`src/rtl/fifo_pkg.sv`:
```
// Shared mode type and sizing helpers for the flexible synchronous FIFO.
package fifo_pkg;

    typedef enum logic {
        FIFO_STD  = 1'b0,
        FIFO_FWFT = 1'b1
    } fifo_mode_e;

    function automatic int fifo_depth(input int depth_log);
        return 1 << depth_log;
    endfunction

    function automatic int fifo_ptr_w(input int depth_log);
        return depth_log + 1;
    endfunction

endpackage

```
`src/rtl/fifo_flex_control.sv`:
```
// Pointer, occupancy and flag control for fifo_sync_flex, including the
// RAM-stage / output-register pipeline used in first-word-fall-through mode.
module fifo_flex_control #(
    parameter int WIDTH     = 8,
    parameter int DEPTH_LOG = 8,
    parameter int FWFT      = 0,
    parameter int AFULL_TH  = 2**DEPTH_LOG - 2,
    parameter int AEMPTY_TH = 2
) (
    input  logic                 clk,
    input  logic                 rst,
    input  logic                 write_req,
    input  logic                 read_req,
    output logic                 full,
    output logic                 almost_full,
    output logic                 empty,
    output logic                 almost_empty,
    output logic [DEPTH_LOG:0]   count,
    output logic                 overflow,
    output logic                 underflow,
    output logic                 read_valid,
    output logic [WIDTH-1:0]     read_data,
    output logic                 ram_write_en,
    output logic [DEPTH_LOG-1:0] ram_write_addr,
    output logic                 ram_read_en,
    output logic [DEPTH_LOG-1:0] ram_read_addr,
    input  logic [WIDTH-1:0]     ram_read_data
);

    import fifo_pkg::*;

    localparam int PTR_W = fifo_ptr_w(DEPTH_LOG);
    localparam int DEPTH = fifo_depth(DEPTH_LOG);
    localparam fifo_mode_e MODE = (FWFT != 0) ? FIFO_FWFT : FIFO_STD;
    localparam logic [PTR_W-1:0] DEPTH_C  = PTR_W'(DEPTH);
    localparam logic [PTR_W-1:0] AFULL_C  = PTR_W'(AFULL_TH);
    localparam logic [PTR_W-1:0] AEMPTY_C = PTR_W'(AEMPTY_TH);

    logic [PTR_W-1:0] wptr, rptr, cnt_q;
    logic [PTR_W-1:0] wptr_n, rptr_n, count_n;
    logic             full_q, afull_q, empty_q, aempty_q, ovf_q, unf_q;
    logic             full_n, empty_n;
    logic             stage_valid, stage_valid_n;
    logic             out_valid, out_valid_n;
    logic [WIDTH-1:0] out_data;
    logic             wr_acc, rd_acc, storage_empty, storage_pop, out_load;

    // stage_valid: the RAM read register holds a word not yet moved to the
    // output register. In standard mode it simply marks a read in flight.
    always_comb begin
        wr_acc        = write_req && !full_q;
        rd_acc        = read_req && !empty_q;
        storage_empty = (wptr == rptr);
        if (MODE == FIFO_FWFT) begin
            out_load      = stage_valid && (!out_valid || rd_acc);
            storage_pop   = !storage_empty && (!stage_valid || out_load);
            stage_valid_n = storage_pop || (stage_valid && !out_load);
            out_valid_n   = out_load || (out_valid && !rd_acc);
        end else begin
            out_load      = stage_valid;
            storage_pop   = rd_acc;
            stage_valid_n = rd_acc;
            out_valid_n   = stage_valid;
        end
        wptr_n  = wr_acc ? wptr + 1'b1 : wptr;
        rptr_n  = storage_pop ? rptr + 1'b1 : rptr;
        count_n = cnt_q;
        if (wr_acc && !rd_acc)
            count_n = cnt_q + 1'b1;
        else if (rd_acc && !wr_acc)
            count_n = cnt_q - 1'b1;
        // FWFT capacity spans storage plus the prefetch pipeline, so use the count.
        if (MODE == FIFO_FWFT) begin
            full_n  = (count_n == DEPTH_C);
            empty_n = !out_valid_n;
        end else begin
            full_n  = (wptr_n[DEPTH_LOG-1:0] == rptr_n[DEPTH_LOG-1:0]) &&
                      (wptr_n[DEPTH_LOG] != rptr_n[DEPTH_LOG]);
            empty_n = (wptr_n == rptr_n);
        end
    end

    always_ff @(posedge clk or posedge rst) begin
        if (rst) begin
            wptr        <= '0;
            rptr        <= '0;
            cnt_q       <= '0;
            full_q      <= 1'b0;
            afull_q     <= 1'b0;
            empty_q     <= 1'b1;
            aempty_q    <= 1'b1;
            ovf_q       <= 1'b0;
            unf_q       <= 1'b0;
            stage_valid <= 1'b0;
            out_valid   <= 1'b0;
            out_data    <= '0;
        end else begin
            wptr        <= wptr_n;
            rptr        <= rptr_n;
            cnt_q       <= count_n;
            full_q      <= full_n;
            afull_q     <= (count_n >= AFULL_C);
            empty_q     <= empty_n;
            aempty_q    <= (count_n <= AEMPTY_C);
            ovf_q       <= write_req && full_q;
            unf_q       <= read_req && empty_q;
            stage_valid <= stage_valid_n;
            out_valid   <= out_valid_n;
            if (out_load)
                out_data <= ram_read_data;
        end
    end

    assign full           = full_q;
    assign almost_full    = afull_q;
    assign empty          = empty_q;
    assign almost_empty   = aempty_q;
    assign count          = cnt_q;
    assign overflow       = ovf_q;
    assign underflow      = unf_q;
    assign read_valid     = out_valid;
    assign read_data      = out_data;
    assign ram_write_en   = wr_acc;
    assign ram_write_addr = wptr[DEPTH_LOG-1:0];
    assign ram_read_en    = storage_pop;
    assign ram_read_addr  = rptr[DEPTH_LOG-1:0];

endmodule

```
`src/rtl/pkg_dual_ram.sv`:
```
// Simple dual-port storage: one write port, one registered read port (1-cycle latency).
module pkg_dual_ram #(
    parameter int WIDTH  = 8,
    parameter int ADDR_W = 8
) (
    input  logic              clk,
    input  logic              ram_write_en,
    input  logic [ADDR_W-1:0] ram_write_addr,
    input  logic [WIDTH-1:0]  ram_write_data,
    input  logic              ram_read_en,
    input  logic [ADDR_W-1:0] ram_read_addr,
    output logic [WIDTH-1:0]  ram_read_data
);

    logic [WIDTH-1:0] mem [0:(1 << ADDR_W)-1];

    always_ff @(posedge clk) begin
        if (ram_write_en)
            mem[ram_write_addr] <= ram_write_data;
        if (ram_read_en)
            ram_read_data <= mem[ram_read_addr];
    end

endmodule

```
`src/rtl/fifo_sync_flex.sv`:
```
// Single-clock FIFO with count, almost flags, error pulses and optional FWFT reads.
module fifo_sync_flex #(
    parameter int WIDTH     = 8,
    parameter int DEPTH_LOG = 8,
    parameter int FWFT      = 0,
    parameter int AFULL_TH  = 2**DEPTH_LOG - 2,
    parameter int AEMPTY_TH = 2
) (
    input  logic               clk,
    input  logic               rst,
    input  logic               fifo_write_req,
    input  logic [WIDTH-1:0]   fifo_write_data,
    output logic               fifo_full,
    output logic               fifo_almost_full,
    input  logic               fifo_read_req,
    output logic [WIDTH-1:0]   fifo_read_data,
    output logic               fifo_read_valid,
    output logic               fifo_empty,
    output logic               fifo_almost_empty,
    output logic [DEPTH_LOG:0] fifo_count,
    output logic               fifo_overflow,
    output logic               fifo_underflow
);

    import fifo_pkg::*;

    logic                 ram_write_en, ram_read_en;
    logic [DEPTH_LOG-1:0] ram_write_addr, ram_read_addr;
    logic [WIDTH-1:0]     ram_read_data;

    fifo_flex_control #(
        .WIDTH     (WIDTH),
        .DEPTH_LOG (DEPTH_LOG),
        .FWFT      (FWFT),
        .AFULL_TH  (AFULL_TH),
        .AEMPTY_TH (AEMPTY_TH)
    ) u_control (
        .clk            (clk),
        .rst            (rst),
        .write_req      (fifo_write_req),
        .read_req       (fifo_read_req),
        .full           (fifo_full),
        .almost_full    (fifo_almost_full),
        .empty          (fifo_empty),
        .almost_empty   (fifo_almost_empty),
        .count          (fifo_count),
        .overflow       (fifo_overflow),
        .underflow      (fifo_underflow),
        .read_valid     (fifo_read_valid),
        .read_data      (fifo_read_data),
        .ram_write_en   (ram_write_en),
        .ram_write_addr (ram_write_addr),
        .ram_read_en    (ram_read_en),
        .ram_read_addr  (ram_read_addr),
        .ram_read_data  (ram_read_data)
    );

    pkg_dual_ram #(
        .WIDTH  (WIDTH),
        .ADDR_W (DEPTH_LOG)
    ) u_ram (
        .clk            (clk),
        .ram_write_en   (ram_write_en),
        .ram_write_addr (ram_write_addr),
        .ram_write_data (fifo_write_data),
        .ram_read_en    (ram_read_en),
        .ram_read_addr  (ram_read_addr),
        .ram_read_data  (ram_read_data)
    );

endmodule

```
`config.mk`:
```
export PLATFORM = sky130hd
export DESIGN_NAME = fifo_sync_flex
export DESIGN_NICKNAME = d
export VERILOG_FILES = /design/src/rtl/fifo_pkg.sv /design/src/rtl/fifo_flex_control.sv /design/src/rtl/pkg_dual_ram.sv /design/src/rtl/fifo_sync_flex.sv
export SDC_FILE = /design/constraint.sdc
export NUM_CORES = 2
export LEC_CHECK = 0
export BUFFER_PORTS_ARGS = -buffer_cell sky130_fd_sc_hd__buf_2
export CAP_MARGIN = 20
export CORE_AREA = 4 4 482 484
export CTS_BUF_LIST = sky130_fd_sc_hd__clkbuf_2
export DETAILED_ROUTE_END_ITERATION = 8
export DIE_AREA = 0 0 486 488
export MAX_ROUTING_LAYER = met4
export PLACE_DENSITY_LB_ADDON = 0.25
export SYNTH_ARGS = -nofsm -noshare
export SYNTH_HDL_FRONTEND = slang
export SYNTH_HIERARCHICAL = 1
export SYNTH_SLANG_ARGS = --single-unit
```
`constraint.sdc`:
```
create_clock -name clk -period 3.68 [get_ports clk]
set_input_delay 0.552 -clock clk [delete_from_list [all_inputs] [get_ports clk]]
set_output_delay 0.552 -clock clk [all_outputs]
set_load 0.1 [all_outputs]
```
==> flow_summary.yaml <==
sta:
  final_min_period_over_clock_period: 0.981
  hold_violations: 0
  slew_viol_final: 0
  tns_ns: 0
  setup-violations-final: 0
  hold-worst-slack_ns: 0.340
  min_period_ns: 3.61
  relSlewSlack: 0.171
  worst_pin_slew_ns: 1.24
  max_freq_ghz: 0.277
  finalClockSkew_ns: 0.170
logic_synthesis:
  synth_seq_cells: 2099
  syn_area_mm2: 0.0819
  yosys_warnings: 6
  syn-num-nets: 3937
  synthFlopType: "edfxtp_1"
  synth.largest_area_cell: "edfxtp_1"
  synth_edf_count: 2056
  yosysTopAreaCellShare: 0.754
  synth.area.top_cells: "edfxtp_1 75%, mux4_2 12%, mux2i_1 1.6%, nor2_1 1.3%, dfrtp_1 1.3%"
  yosysMostFrequentCell: "edfxtp_1"
  synthArstFlopShare: 0.0205
  synthTopCellsByCount: "2,056 x edfxtp_1, 454 x mux4_2, 290 x nor2_1, 134 x mux2i_1, 133 x a22oi_1"
  avgSynthCellArea_um2: 20.9
  syn_inst: 3921
  ys_types: 78
  synth-seq-area-share: 0.767
setup_path:
  critPathMaxFanout: 39
  crit_family: "multiplexers"
  critPathArrivalTime_ns: 5.13
  crit_required_ns: 5.20
  criticalPathCategory: "reg2reg"
  slowest_delay_ns: 0.62
  path_buf_inv: 3
  cp_slowest_cell: "dfrtp_4"
  reg2regPathDepth: 8
  start_kind: "register"
  cp_cell_sequence: "buf_4, buf_12, mux4_2, mux4_2, nor2b_1, nor4_4, buf_4, nor4_2"
  critPathCaptureType: "register"
  cp.depth: 8
drt:
  antenna_left: 0
  detail_route.wl_per_cell_um: 27.4
  initialDrtViolationCount: 4383
  drc_errors: 0
  drt-total-wl_um: 222000
  avgViaCountPerCell: 5.32
  drt-pass1-iter-count: 7
  vias: 43100
clock_tree:
  clk_latency_ns: 1.85
  ctsLongestPathBuffers: 4
  cts_tree: "done"
  root_buffer: "clkbuf_2"
  clkSlewWorstSetupHoldPaths_ns: 0.10
  cts_setup_buffers: 0
  htreeDepth: 6
  cts.sinks: 2099
  cts_made_buffers: 555
cells_and_area:
  fillers: 20500
  fin_area_mm2: 0.0933
  drive_above_1_share: 0.363
  final_cells: 8102
  area_growth_pct: 14.0
  nets: 4744
placed_design:
  io_buffer_count: 35
  place_area_mm2: 0.0882
  gp_congestion: 0.822
  dp_cells: 7147
  dpl.hpwl_um: 137000
floorplan:
  chipHeight_um: 488
  dieWidth_um: 486
  rows: 175
  coreArea_mm2: 0.227
  io_pins: 36
  die_area_mm2: 0.237
  initial_utilization: 0.360
job:
  drv_cap: 0
power_and_ir_drop:
  p_clk_frac: 0.245
  p_comb_frac: 0.322
  p_leak_nw: 30.7
  seqPwrFrac: 0.433
  swShare: 0.348
  power_mw: 63.2
  max-vdd-ir-drop_uv: 431
  p_switching_mw: 22.0
  p_int_mw: 41.2
  power_density_mw_per_mm2: 678
global_routing:
  grt.overflow.total: 0
  grt_pass1_wl_um: 319000
  grt_antenna_before_repair: 10
  grt_pass1_vias: 44300
  grt_use_total: 0.191
  grt_max_degree: 114
hold_path:
  hp-class: "in2reg"
  worstHoldPathCells: 5
status:
  status: "complete, no violations"
-- worst reg2reg max path, delay by kind of cell (launching register included) --
family / cells / cell delay (ns)
muxes: 2 / 1.11
DFF: 1 / 0.62
buffers and inverters: 3 / 0.89
and+or+nand+nor: 3 / 0.73
-- layer usage --
layer | track usage | vias to the layer above | part of all wire
li1 | - | 18300 | -
met1 | 0.258 | 22800 | 0.42
met2 | 0.296 | 1785 | 0.48
met3 | 0.0373 | 344 | 0.072
met4 | 0.0574 | 0 | 0.023
met5 | - | - | 0
-- registers in the layout (all words and copies together), names as in the netlist, 8 cells and up --
| register | count |
|---|---|
| u_ram/mem | 2048 |
| u_control/count | 9 |
| u_control/rptr | 9 |
| u_control/wptr | 9 |
| u_control/read_data | 8 |
| u_ram/ram_read_data | 8 |
-- cell usage in the layout (no fill, tap or decap), drive strengths merged, types with 6 or more instances in the layout --
cell type    netlist  final
clkbuf           113    818
a211oi            16     16
a22o               8      8
a22oi            133    133
nand3             40     40
dlygate4sd3        0     24
a21oi             99     99
and2              10     10
nor3              27     27
bufinv             0      6
nand2             37     37
clkinv             1     69
nor4              32     32
o221ai            47     47
o22ai             28     28
nand2b            11     11
nor2b             31     31
a2111oi            6      6
o21ai             13     13
mux4             456    456
xnor2             22     22
xor2              14     14
buf              142    481
o211ai            10     10
mux2i            135    135
mux2              11     11
diode              0     14
nand4             15     15
nor2             290    290
o32ai              6      6
edfxtp          2056   2056
dfrtp             41     41
a221oi            14     14
inv                8     24
-- power by group through the flow --
stage	logic, mW	registers [mW]	clock network [mW]
final	20.4	27.4	15.5
after global routing	21.4	27.4	17.4
after CTS	20.6	27.4	16.1
after detailed placement	20.4	27.9	0
after global placement	20.5	27.9	0
after floorplan	12.5	28.2	0
-- logic make-up (layout without fill, tap and decap cells) --
family	after synthesis	count (layout)	synth area share
DFF	2099	2099	0.767
muxes	602	602	0.144
and+or+nand+nor	520	520	0.0300
AOI/OAI and AO/OA	396	396	0.0344
buffers and inverters	264	1422	0.0203
xor gates and xnor gates	36	36	0.00394
adders and majority gates	4	4	0.000611
other	0	14	0
-- through the flow --
| step | util | setup slack (ns) |
|---|---|---|
| after floorplan | - | 0.628 |
| after global placement | 0.388 | -0.382 |
| after detailed placement | 0.388 | -0.398 |
| after CTS | 0.410 | 0.00792 |
| after global routing | 0.411 | -0.00711 |
| final | 0.411 | 0.0702 |
-- repair_timing --
item / in CTS / in global routing
resized for setup: 4 / 1
setup endpoints to repair: 2 / 1
hold buffers: 33 / 0
hold endpoints to repair: 3314 / 0
-- path summary, 6_finish.rpt --
check                             startpoint                endpoint  slack, ns
setup / recovery           u_control/rptr[0]  u_ram/ram_read_data[2]       0.07
hold / removal                fifo_write_req      u_control/overflow       0.34
setup reg to reg           u_control/rptr[0]  u_ram/ram_read_data[2]       0.07
hold reg to reg            u_control/wptr[8]       u_control/wptr[8]       0.52
max in group asynchronous                rst  u_control/read_data[1]       2.69
min in group asynchronous                rst         u_control/empty       0.60
-- cell type report --
type	count	area [um2]	share of cell area
well taps	3009	3760	0.0403
multi-input cells	1558	17500	0.188
repair buffers	505	4540	0.0486
inverters	9	38.8	0.000416
clock inverters	90	503	0.00539
flip-flops and latches	2099	62800	0.673
diodes	14	35.0	0.000375
clock buffers	818	4090	0.0439
No activity file was read; power rests on OpenSTA's default activity.
